==> config.mk <==
export PLATFORM = sky130hd
export DESIGN_NAME = ball_stepper_flat
export DESIGN_NICKNAME = d
export VERILOG_FILES = /design/src/rtl/ball_stepper_if.sv /design/src/rtl/ball_stepper.sv /design/src/flat_wrapper.sv
export SDC_FILE = /design/constraint.sdc
export NUM_CORES = 1
export LEC_CHECK = 0
export CAP_MARGIN = 20
export CORE_UTILIZATION = 45
export DETAILED_ROUTE_END_ITERATION = 10
export DONT_BUFFER_PORTS = 1
export HOLD_SLACK_MARGIN = 0.05
export PLACE_DENSITY = 0.67
export SYNTH_ARGS = -nofsm -noshare
export SYNTH_HDL_FRONTEND = slang
export SYNTH_SLANG_ARGS = --single-unit
==> constraint.sdc <==
create_clock -name clock -period 5.55 [get_ports clock]
set_input_delay 1.11 -clock clock [delete_from_list [all_inputs] [get_ports clock]]
set_output_delay 1.11 -clock clock [all_outputs]
set_load 0.02 [all_outputs]
==> src/rtl/ball_stepper_if.sv <==
// ============================================================================
// Module      : ball_stepper_if
// Description : Control and result bundle between the frame controller
//               (master) and the ball_stepper motion stage (slave).
// Revision    : 1.0
// ============================================================================
`default_nettype none

interface ball_stepper_if;
    logic               frame_pulse;
    logic               run;
    logic               launch;
    logic signed [15:0] x1;
    logic signed [15:0] y1;
    logic               dir_x;
    logic               dir_y;
    logic               pos_update;
    logic               bounce;

    modport master (
        output frame_pulse, run, launch,
        input  x1, y1, dir_x, dir_y, pos_update, bounce
    );

    modport slave (
        input  frame_pulse, run, launch,
        output x1, y1, dir_x, dir_y, pos_update, bounce
    );
endinterface

`default_nettype wire

==> src/rtl/ball_stepper.sv <==
// ============================================================================
// Module      : ball_stepper
// Description : Ball-centre motion stage. Steps (x1, y1) once every STEP_DIV
//               frame pulses and reflects off the playfield walls. Defining
//               BALL_WRAP_EN makes the x axis wrap around instead of reflect.
// Revision    : 1.0
// ============================================================================
`default_nettype none

module ball_stepper #(
    parameter int X_MAX    = 63,
    parameter int Y_MAX    = 31,
    parameter int X_INIT   = 32,
    parameter int Y_INIT   = 16,
    parameter int STEP_DIV = 4,
    parameter int SPEED    = 1
) (
    input  wire logic     clock,
    input  wire logic     rst_n,
    ball_stepper_if.slave bus
);

    typedef enum logic [1:0] {
        ST_IDLE   = 2'd0,
        ST_MOVING = 2'd1,
        ST_PAUSED = 2'd2
    } state_t;

    localparam int                     DIV_W    = (STEP_DIV > 1) ? $clog2(STEP_DIV) : 1;
    localparam logic [DIV_W-1:0]       DIV_LAST = DIV_W'(STEP_DIV - 1);
    localparam logic signed [16:0]     X_MAX_S  = 17'(X_MAX);
    localparam logic signed [16:0]     Y_MAX_S  = 17'(Y_MAX);
    localparam logic signed [16:0]     SPEED_S  = 17'(SPEED);
    localparam logic signed [15:0]     X_INIT_S = 16'(X_INIT);
    localparam logic signed [15:0]     Y_INIT_S = 16'(Y_INIT);

    // Returns {new_dir, new_pos}; arithmetic is 17-bit so the overshoot
    // past either wall never aliases before it is folded back.
    function automatic logic [16:0] reflect_axis(
        input logic signed [15:0] pos,
        input logic               dir,
        input logic signed [16:0] max_v
    );
        logic signed [16:0] pos_x;
        logic signed [16:0] raw;
        logic signed [16:0] res;
        logic               new_dir;
        pos_x = {pos[15], pos};
        raw   = dir ? (pos_x + SPEED_S) : (pos_x - SPEED_S);
        if (raw > max_v) begin
            res     = (max_v <<< 1) - raw;
            new_dir = 1'b0;
        end else if (raw < 17'sd0) begin
            res     = -raw;
            new_dir = 1'b1;
        end else begin
            res     = raw;
            new_dir = dir;
        end
        return {new_dir, res[15:0]};
    endfunction

`ifdef BALL_WRAP_EN
    // Toroidal x: direction is preserved, so no bounce is ever reported.
    function automatic logic [16:0] wrap_axis(
        input logic signed [15:0] pos,
        input logic               dir,
        input logic signed [16:0] max_v
    );
        logic signed [16:0] pos_x;
        logic signed [16:0] raw;
        logic signed [16:0] res;
        pos_x = {pos[15], pos};
        raw   = dir ? (pos_x + SPEED_S) : (pos_x - SPEED_S);
        if (raw > max_v) begin
            res = raw - (max_v + 17'sd1);
        end else if (raw < 17'sd0) begin
            res = raw + (max_v + 17'sd1);
        end else begin
            res = raw;
        end
        return {dir, res[15:0]};
    endfunction
`endif

    state_t             state_q, state_d;
    logic [DIV_W-1:0]   div_q, div_d;
    logic signed [15:0] x1_q, x1_d;
    logic signed [15:0] y1_q, y1_d;
    logic               dir_x_q, dir_x_d;
    logic               dir_y_q, dir_y_d;
    logic               pos_update_q, pos_update_d;
    logic               bounce_q, bounce_d;
    logic [16:0]        step_x;
    logic [16:0]        step_y;

    always_comb begin
`ifdef BALL_WRAP_EN
        step_x = wrap_axis(x1_q, dir_x_q, X_MAX_S);
`else
        step_x = reflect_axis(x1_q, dir_x_q, X_MAX_S);
`endif
        step_y = reflect_axis(y1_q, dir_y_q, Y_MAX_S);
    end

    always_comb begin
        state_d      = state_q;
        div_d        = div_q;
        x1_d         = x1_q;
        y1_d         = y1_q;
        dir_x_d      = dir_x_q;
        dir_y_d      = dir_y_q;
        pos_update_d = 1'b0;
        bounce_d     = 1'b0;

        // Launch wins over everything, including a coincident frame pulse.
        if (bus.launch) begin
            x1_d    = X_INIT_S;
            y1_d    = Y_INIT_S;
            dir_x_d = 1'b1;
            dir_y_d = 1'b1;
            div_d   = '0;
            state_d = bus.run ? ST_MOVING : ST_PAUSED;
        end else begin
            unique case (state_q)
                ST_IDLE: begin
                    state_d = ST_IDLE;
                end
                ST_MOVING: begin
                    if (!bus.run) begin
                        state_d = ST_PAUSED;
                    end else if (bus.frame_pulse) begin
                        if (div_q == DIV_LAST) begin
                            div_d        = '0;
                            x1_d         = step_x[15:0];
                            y1_d         = step_y[15:0];
                            dir_x_d      = step_x[16];
                            dir_y_d      = step_y[16];
                            pos_update_d = 1'b1;
                            bounce_d     = (step_x[16] != dir_x_q) ||
                                           (step_y[16] != dir_y_q);
                        end else begin
                            div_d = div_q + 1'b1;
                        end
                    end
                end
                ST_PAUSED: begin
                    if (bus.run) begin
                        state_d = ST_MOVING;
                    end
                end
                default: begin
                    state_d = ST_IDLE;
                end
            endcase
        end
    end

    always_ff @(posedge clock or negedge rst_n) begin
        if (!rst_n) begin
            state_q      <= ST_IDLE;
            div_q        <= '0;
            x1_q         <= X_INIT_S;
            y1_q         <= Y_INIT_S;
            dir_x_q      <= 1'b1;
            dir_y_q      <= 1'b1;
            pos_update_q <= 1'b0;
            bounce_q     <= 1'b0;
        end else begin
            state_q      <= state_d;
            div_q        <= div_d;
            x1_q         <= x1_d;
            y1_q         <= y1_d;
            dir_x_q      <= dir_x_d;
            dir_y_q      <= dir_y_d;
            pos_update_q <= pos_update_d;
            bounce_q     <= bounce_d;
        end
    end

    assign bus.x1         = x1_q;
    assign bus.y1         = y1_q;
    assign bus.dir_x      = dir_x_q;
    assign bus.dir_y      = dir_y_q;
    assign bus.pos_update = pos_update_q;
    assign bus.bounce     = bounce_q;

endmodule

`default_nettype wire

==> src/flat_wrapper.sv <==
// flat-port wrapper written by rule: the top's interface ports become plain ports
module ball_stepper_flat 
#(
    parameter int X_MAX    = 63,
    parameter int Y_MAX    = 31,
    parameter int X_INIT   = 32,
    parameter int Y_INIT   = 16,
    parameter int STEP_DIV = 4,
    parameter int SPEED    = 1
)
  (clock, rst_n, bus_frame_pulse, bus_run, bus_launch, bus_x1, bus_y1, bus_dir_x, bus_dir_y, bus_pos_update, bus_bounce);
  ball_stepper_if bus_i ();
  input  wire logic clock;
  input  wire logic rst_n;
  input wire logic [$bits(bus_i.frame_pulse)-1:0] bus_frame_pulse;
  input wire logic [$bits(bus_i.run)-1:0] bus_run;
  input wire logic [$bits(bus_i.launch)-1:0] bus_launch;
  output wire logic [$bits(bus_i.x1)-1:0] bus_x1;
  output wire logic [$bits(bus_i.y1)-1:0] bus_y1;
  output wire logic [$bits(bus_i.dir_x)-1:0] bus_dir_x;
  output wire logic [$bits(bus_i.dir_y)-1:0] bus_dir_y;
  output wire logic [$bits(bus_i.pos_update)-1:0] bus_pos_update;
  output wire logic [$bits(bus_i.bounce)-1:0] bus_bounce;
  assign bus_i.frame_pulse = bus_frame_pulse;
  assign bus_i.run = bus_run;
  assign bus_i.launch = bus_launch;
  assign bus_x1 = bus_i.x1;
  assign bus_y1 = bus_i.y1;
  assign bus_dir_x = bus_i.dir_x;
  assign bus_dir_y = bus_i.dir_y;
  assign bus_pos_update = bus_i.pos_update;
  assign bus_bounce = bus_i.bounce;
  ball_stepper #(.X_MAX(X_MAX), .Y_MAX(Y_MAX), .X_INIT(X_INIT), .Y_INIT(Y_INIT), .STEP_DIV(STEP_DIV), .SPEED(SPEED)) u_core (.clock(clock), .rst_n(rst_n), .bus(bus_i));
endmodule
After elaboration in Yosys (flattened, before gate mapping). Index checks and enable logic that the tools add are counted.

Flip-flop bits (word level): 40. Latch bits: 0. Bits in writable memories: 0. ROM bits: 0. Bits of input ports: 5. Output and inout bits: 36. Word-level logic and storage cells: 86. Memories kept: 0.

$add $sub $neg: 9. Multiply operators: 0. Div/mod/pow operators: 0. $lt $le $gt $ge: 4. Equal/unequal tests: 7. Shifts and indexed selects: 0. Multiplexer cells: 50. Bitwise logic cells: 0. Reduce and logical (&&, ||, !) cells: 8.

Operators by type and width (number): $mux W16 (14); $add A16 B2 Y17 const B (2); $lt A17 B1 Y1 const B (2); $mux W17 (2); $sub A16 B2 Y17 const B (2); $neg A16 Y16 (2); $mux W1 (24); $mux W2 (9); $gt A17 B6 Y1 const B (1); $gt A17 B7 Y1 const B (1); $sub A7 B16 Y16 const A (1); $sub A8 B16 Y16 const A (1); $reduce_bool A2 Y1 (4); $ne A3 B3 Y1 const B (2); $eq A2 B2 Y1 const B (2); $pmux W2 S2 (1); $reduce_and A4 Y1 (1); $reduce_and A3 Y1 (1); $add A2 B1 Y2 const B (1); $eq A2 B1 Y1 const B (1); $ne A1 B1 Y1 (2); $reduce_and A2 Y1 (1); $logic_or A1 B1 Y1 (1).

Longest topological paths before layout. Gate-level depths: netlist of the first run.

Word-level depth: 12. Gate-level depth with buffers: 14. Gate-level depth less buffers: 11.

Least setup slack after synthesis of the first run. OpenSTA, ideal clock, no wires.

Kind: flip-flop to flip-flop. Start: register u_core.dir_x_q (netlist: u_core.bus.dir_x). End: register u_core.x1_q[3] (netlist: u_core.bus.x1[3]). Arrival: 3.771 ns. Setup slack: 1.647 ns. Cell stages (with the launch flop): 14. Buffers on the path: 2. Cells stage by stage: dfstp_2 inv_1 ha_1 buf_6 a21o_4 a31oi_4 a211oi_4 o41ai_4 xnor2_1 or4_4 or3_1 buf_6 a2111oi_4 nor4b_2.

Cells in the longest elaborated chain, start to end: 9. Elaborated cells between the ends (all ways): 12. Those cells by class: 2 x add/sub; 2 x order compare; 8 x mux.

RTL lines: from (decl) (line ball_stepper.sv:90) `logic dir_x_q, dir_x_d;`; from (signal assigned) (line ball_stepper.sv:174) `dir_x_q <= dir_x_d;`; $mux W17 * (line ball_stepper.sv:49) `raw = dir ? (pos_x + SPEED_S) : (pos_x - SPEED_S);`; $neg A16 Y16 or $lt A17 B1 Y1 (tied branches) (line ball_stepper.sv:54, ball_stepper.sv:53); $mux W16 (line ball_stepper.sv:53) `end else if (raw < 17'sd0) begin`; $mux W16 * (line ball_stepper.sv:50) `if (raw > max_v) begin`; $mux W16 * (line ball_stepper.sv:133) `if (div_q == DIV_LAST) begin`; $mux W16 * (line ball_stepper.sv:132) `end else if (bus.frame_pulse) begin`; $mux W16 * (line ball_stepper.sv:130) `if (!bus.run) begin`; $mux W16 * (line ball_stepper.sv:125) `unique case (state_q)`; $mux W16 * (line ball_stepper.sv:117) `if (bus.launch) begin`; to (signal assigned) (line ball_stepper.sv:163) `x1_q <= X_INIT_S;`; to (signal assigned) (line ball_stepper.sv:172) `x1_q <= x1_d;`; to (decl) (line ball_stepper.sv:88) `logic signed [15:0] x1_q, x1_d;`.

Mark *: on every way between the ends. The rest lies on a longest branch, timed or not. The select of a mux whose other input is x is not followed. A chain may end at the register's enable or synchronous reset.

Worst setup path in the final report of the first run.
Start: register u_core.dir_y_q (netlist: u_core.bus.dir_y). End: register u_core.y1_q[13] (netlist: u_core.bus.y1[13]).

Cells in the longest elaborated chain, start to end: 9. Elaborated cells between the ends (all ways): 12. Those cells by class: 2 x add/sub; 2 x order compare; 8 x mux.

RTL lines: from (decl) (line ball_stepper.sv:91) `logic dir_y_q, dir_y_d;`; from (signal assigned) (line ball_stepper.sv:175) `dir_y_q <= dir_y_d;`; $mux W17 * (line ball_stepper.sv:49); $neg A16 Y16 or $lt A17 B1 Y1 (tied branches) (line ball_stepper.sv:54, ball_stepper.sv:53); $mux W16 (line ball_stepper.sv:53); $mux W16 * (line ball_stepper.sv:50); $mux W16 * (line ball_stepper.sv:133); $mux W16 * (line ball_stepper.sv:132); $mux W16 * (line ball_stepper.sv:130); $mux W16 * (line ball_stepper.sv:125); $mux W16 * (line ball_stepper.sv:117); to (signal assigned) (line ball_stepper.sv:173) `y1_q <= y1_d;`; to (decl) (line ball_stepper.sv:89) `logic signed [15:0] y1_q, y1_d;`.

Marks and branches as above.

==> results of run 1 <==
==> cells by family (layout without fill, tap and decap cells) <==
group / after synthesis / after routing / synth area share [%]
muxes: 7 / 7 / 1.59
adders and majority gates: 37 / 37 / 10.5
and+or+nand+nor: 210 / 210 / 23.2
xor gates and xnor gates: 35 / 35 / 6.72
DFF: 40 / 40 / 22.1
AOI/OAI and AO/OA: 192 / 192 / 31.3
buffers and inverters: 43 / 27 / 4.58
==> worst max-delay path: stages (launching register included) <==
cell,delay (ns)
dfstp_2,0.65
inv_1,0.37
ha_1,0.52
a21oi_1,0.28
o21ai_0,0.27
nor4_1,0.36
a311oi_1,0.13
or4_1,0.51
nand4b_1,0.32
nor3_2,0.52
o211ai_1,0.18
a32o_1,0.28
==> final timing paths <==
kind                                          end  cells after the start              from
min in group clock                u_core.div_q[1]                      2   u_core.div_q[1]
worst max register to register  u_core.bus.y1[13]                     11  u_core.bus.dir_y
worst min-delay path             u_core.bus.x1[6]                      0             rst_n
worst max-delay path            u_core.bus.y1[13]                     11  u_core.bus.dir_y
max in group asynchronous        u_core.bus.x1[5]                      0             rst_n
worst min register to register    u_core.div_q[1]                      2   u_core.div_q[1]
==> layout by cell type, fill, tap and decap left out, drive strengths merged, types with 11 or more instances in the layout <==
cell type / instances
nand2: 54
nor2: 53
a21oi: 38
dfrtp: 36
ha: 35
o21ai: 32
xnor2: 22
a21o: 20
nand3: 18
inv: 16
xor2: 13
nand4: 12
nor2b: 11
o211ai: 11
==> power by group through the flow <==
stage	combinational, mW	clock [mW]	sequential (mW)
3_5_place_dp	0.00747	0	0.299
6_report	0.00744	0.341	0.294
2_1_floorplan	0.00791	0	0.299
5_1_grt	0.00844	0.353	0.294
3_3_place_gp	0.00717	0	0.299
4_1_cts	0.00759	0.346	0.294
==> routing by layer <==
layer / vias to the layer above / track usage (%) / wire length, um
met5: - / 0 / 0
met4: 0 / 4.73 / 91
met3: 10 / 3.19 / 721
met2: 118 / 40.0 / 5720
met1: 2044 / 32.0 / 5550
li1: 2116 / - / -
==> through the flow <==
| step | power, mW | utilization, % | worst slack, ns |
|---|---|---|---|
| finish | 0.642 | 48.5 | 1.06 |
| global route | 0.655 | 48.5 | 0.781 |
| CTS | 0.647 | 48.5 | 1.10 |
| detailed placement | 0.307 | 46.9 | 1.13 |
| global placement | 0.306 | 46.9 | 1.25 |
| floorplan | 0.307 | - | 1.65 |
==> cell type report <==
| cell class | count | area [um^2] | area share (%) |
|---|---|---|---|
| well taps | 133 | 166 | 3.50 |
| clock buffers | 5 | 68.8 | 1.45 |
| repair buffers | 3 | 22.5 | 0.473 |
| inverters | 16 | 60.1 | 1.26 |
| multi-input cells | 481 | 3350 | 70.3 |
| flip-flops and latches | 40 | 1010 | 21.1 |
| clock inverters | 3 | 90.1 | 1.89 |
==> state kept, by name (all words and copies together), names as in the netlist <==
signal and flops:
u_core.bus.x1 16, u_core.bus.y1 16, u_core.div_q 2, u_core.state_q 2
u_core.bus.bounce 1, u_core.bus.dir_x 1, u_core.bus.dir_y 1, u_core.bus.pos_update 1
==> results.md, run 1 <==
- Reg clk slew, reported paths: 0.09 ns
- Routed Antenna Nets: 0
- Worst setup path class: flop to flop
- CP max FO: 17
- P_int: 0.521 mW
- Antenna Diode Count: 0
- Cts bufs inserted: 5
- HPWL after DPL: 8930 um
- Post-CTS Hold Buffers: 0
- GRT Total Usage: 23.6%
- Synth cell count leaders: 53 x nand2_1, 53 x nor2_1, 38 x a21oi_1
- Hold Fails Final Rpt: 0
- Placed cells: 673
- Tmin final: 4.49 ns
- Post-synthesis sequential area ratio: 22.1%
- Wire per inst: 17.7 um
- Power per cell area: 135 mW/mm^2
- Setup TNS: 0 ns
- Startpoint Class: flop
- Worst min path class: primary input to async pin
- Crit share post-route: 80.8%
- Fraction of layout cells with a size suffix above 1: 5.66%
- Max-slew violations: 0
- Non-filler cells in the finished layout: 681
- Synth Register Bits: 40
- Total number of vias: 4288
- CP endpoint kind: flop
- Net Count, Synth: 606
- Post-synth EDFFs: 0
- Die width: 103 um
- Ports: 41
- Worst slew pin tran: 0.926 ns
- Area growth, synth to finish: 4.36%
- Netlist cell types: 77
- YS warnings: 0
- CTS root buf: clkbuf_8
- Vias/cell: 6.30
- Unrepaired setup endpoints after global routing: no
- Number of remaining DRC errors: 0
- Die ar.: 0.0105 mm^2
- Comb power frac: 1.2%
- Mean Syn Cell Area: 8.09 um^2
- Clock power frac: 53.1%
- TritonCTS clock tree: yes
- # H-tree levels: 2
- Design area: 0.00476 mm^2
- Ys async rst share: 100%
- Maximum vdd drop: 0.000131 V
- Fin nets: 589
- Port Buf Inserts: 0
- Wirelength, routed: 12100 um
- Sequential share of power: 45.7%
- Critical Path RT: 5.74 ns
- DP Area: 0.00460 mm^2
- Postcts setup bufs: 0
- Slew margin rel.: 37.5%
- Worst Clk Skew: 0.00691 ns
- Status: finished clean
- Synthesized area: 0.00456 mm^2
- Initial Util: 46.4%
- Clk sinks: 40
- Share of the synthesized area in the top cell type: 19.8%
- Synth area leader: dfrtp_1
- Largest net degree at the start of global routing: 41
- Vias in the first global route: 3903
- WP data arrival: 4.68 ns
- CTS-repair resized insts: 0
- Row count: 36
- Placer congestion estimate: 0.909
- Switching Share: 18.9%
- Max clock buf depth: 2
- R2R setup slack: 1.06 ns
- Synth top area cells: dfrtp_1 20%, ha_1 9.6%, nand2_1 4.4%
- GRT overflow: 0
- Initial DRT Pass Iterations: 5
- Initial DRC Count: 282
- Die Y: 103 um
- Leakage: 2.16 nW
- Top FF cell, synth: dfrtp_1
- Initial antenna violation count: 0
- Max Cap Viol: 0
- Max Freq: 0.223 GHz
- Final setup viols: 0
- Fillers: 984
- Synth Instances: 564
- Psw: 0.122 mW
- Clk_lat worst skew: 0.30 ns
- Core ar.: 0.00982 mm^2
- Fin Hold WS: 0.492 ns
- First-pass GRT wire length: 19400 um
Note: power is estimated with default switching activity, not from simulation.
==> inputs of run 2 (changes only) <==
==> constraint.sdc (replaced) <==
create_clock -name clock -period 4.36 [get_ports clock]
set_input_delay 0.872 -clock clock [delete_from_list [all_inputs] [get_ports clock]]
set_output_delay 0.872 -clock clock [all_outputs]
set_load 0.02 [all_outputs]
==> results.md, run 2 (synthesis results as in run 1) <==
- Routed Antenna Nets: 0 (unchanged)
- Area growth, synth to finish: 6.15% (was 4.36%)
- Seq. cell area: 0.00101 mm^2 (unchanged)
- Crit path cell chain: inv_1, ha_1, nand4_1, a211oi_4, a21boi_0, xnor2_1, or4_4, o31a_1, or3_1, a32o_1 (was inv_1, ha_1, a21oi_1, o21ai_0, nor4_1, a311oi_1, or4_1, nand4b_1, nor3_2, o211ai_1, a32o_1)
- Clk_lat worst skew: 0.30 ns (about the same)
- Worst slew pin tran: 0.905 ns (was 0.926 ns)
- Worst setup path class: flop to flop (unchanged)
- Fraction of layout cells with a size suffix above 1: 8.50% (was 5.66%)
- Final setup margin: 0.244 ns (was 1.06 ns)
- Placed cells: 690 (was 673)
- Clk sinks: 40 (unchanged)
- # H-tree levels: 2 (unchanged)
- DP Area: 0.00473 mm^2 (was 0.00460 mm^2)
- Critical path's largest stage delay: 0.64 ns (was 0.65 ns)
- Slowest-stage cell, CP: dfstp_2 (unchanged)
- Tot Pwr: 0.698 mW (was 0.642 mW)
- Die ar.: 0.0105 mm^2 (unchanged)
- CP max FO: 9 (was 17)
- HPWL after DPL: 9490 um (was 8930 um)
- CP endpoint kind: flop (unchanged)
- Total number of vias: 4387 (was 4288)
- Initial DRC Count: 252 (was 282)
- Area of the multi-input gates: 0.00335 mm^2 (about the same)
- Max-slew violations: 0 (unchanged)
- Reg clk slew, reported paths: 0.09 ns (about the same)
- Vias/cell: 6.29 (was 6.30)
- Max Cap Viol: 0 (unchanged)
- Max Freq: 0.243 GHz (was 0.223 GHz)
- Tmin final: 4.12 ns (was 4.49 ns)
- Number of remaining DRC errors: 0 (unchanged)
- Fillers: 1002 (was 984)
- Die width: 103 um (unchanged)
- Unrepaired setup endpoints after global routing: yes (was no)
- Initial DRT Pass Iterations: 5 (unchanged)
- CTS root buf: clkbuf_8 (unchanged)
- First-pass GRT wire length: 20300 um (was 19400 um)
- Final core utilization: 49.3% (was 48.5%)
- Worst Clk Skew: 0.0145 ns (was 0.00691 ns)
- Design area: 0.00484 mm^2 (was 0.00476 mm^2)
- Initial antenna violation count: 0 (unchanged)
- Max clock buf depth: 2 (unchanged)
- Die Y: 103 um (unchanged)
- WP data arrival: 4.31 ns (was 4.68 ns)
- Leakage: 2.23 nW (was 2.16 nW)
- Vias in the first global route: 4224 (was 3903)
- Placer congestion estimate: 0.938 (was 0.909)
- GRT Total Usage: 24.4% (was 23.6%)
- Place WS: 0.194 ns (was 1.13 ns)
- Largest net degree at the start of global routing: 41 (unchanged)
- Crit share post-route: 94.4% (was 80.8%)
- Startpoint Class: flop (unchanged)
- Final setup viols: 0 (unchanged)
- Maximum vdd drop: 0.0000911 V (was 0.000131 V)
- GRT overflow: 0 (unchanged)
- Worst min path class: primary input to async pin (unchanged)
- Wire per inst: 18.0 um (was 17.7 um)
- Port Buf Inserts: 0 (unchanged)
- Hold Fails Final Rpt: 0 (unchanged)
- Fin nets: 606 (was 589)
- Power per cell area: 144 mW/mm^2 (was 135 mW/mm^2)
- Core ar.: 0.00982 mm^2 (unchanged)
- Postcts setup bufs: 0 (unchanged)
- Cts bufs inserted: 5 (unchanged)
- Ports: 41 (unchanged)
- Row count: 36 (unchanged)
- TritonCTS clock tree: yes (unchanged)
- Status: finished clean (unchanged)
- Non-filler cells in the finished layout: 698 (was 681)
- Antenna Diode Count: 0 (unchanged)
- Initial Util: 46.4% (unchanged)
- Slew margin rel.: 38.9% (was 37.5%)
- Critical Path RT: 4.55 ns (was 5.74 ns)
- Wirelength, routed: 12600 um (was 12100 um)
- Most frequent cells in the layout: 53 x nand2_1, 53 x nor2_1, 38 x a21oi_1, 36 x dfrtp_1, 35 x ha_1 (unchanged)
run 2: cell type report:
cell class              instances  share of cell area (%)
clock buffers                   6                    1.50
multi-input cells             481                    69.2
well taps                     133                    3.44
inverters                      16                    1.24
clock inverters                 2                   0.724
flip-flops and latches         40                    20.8
repair buffers                 20                    3.10
run 2: report_power, final:
group	total [mW]	switching (mW)	internal (mW)	leakage, nW
Sequential	0.374	0.000981	0.373	0.542
Clock	0.314	0.144	0.170	0.0552
Combinational	0.00947	0.00594	0.00353	1.63
Total	0.698	0.151	0.547	2.23
run 2: worst max-delay path, delay by kind of cell (launching register included):
| family | cells | cell delay (ns) |
|---|---|---|
| AO/OA/AOI/OAI | 4 | 1.24 |
| AND/OR/NAND/NOR | 3 | 1.14 |
| flip-flops | 1 | 0.64 |
| adder cells (fa/ha/maj) | 1 | 0.53 |
| XOR/XNOR | 1 | 0.24 |
| buffers and inverters | 1 | 0.21 |
run 2: stage by stage:
| stage | TNS (ns) | hold WS [ns] |
|---|---|---|
| 4_1_cts | 0 | 0.246 |
| 6_report | 0 | 0.252 |
| 3_5_place_dp | 0 | 0.535 |
| 3_3_place_gp | 0 | 0.525 |
| 2_1_floorplan | 0 | 0.519 |
| 5_1_grt | -0.0893 | 0.240 |
run 2: worst paths after layout:
| kind | startpoint | to | slack, ns | depth (start not counted) |
|---|---|---|---|---|
| max | u_core.bus.dir_x | u_core.bus.x1[2] | 0.24 | 10 |
| min | rst_n | u_core.bus.y1[10] | 0.25 | 0 |
| max reg2reg | u_core.bus.dir_x | u_core.bus.x1[2] | 0.24 | 10 |
| min reg2reg | u_core.div_q[1] | u_core.div_q[1] | 0.55 | 2 |
| max in group asynchronous | rst_n | u_core.bus.dir_y | 3.91 | 0 |
| min in group clock | u_core.div_q[1] | u_core.div_q[1] | 0.55 | 2 |
run 2: repair_timing:
action | 4_1_cts | 5_1_grt
hold endpoints to repair | 0 | 0
setup endpoints to repair | 0 | 5
resized for setup | 0 | 1
hold buffers | 0 | 0
run 2: metal layers:
metal / vias up / track usage (%) / wire (um)
li1: 2145 / - / -
met1: 2103 / 31.0 / 5690
met2: 122 / 43.3 / 6030
met3: 17 / 3.39 / 725
met4: 0 / 6.04 / 148
met5: - / 0 / 0
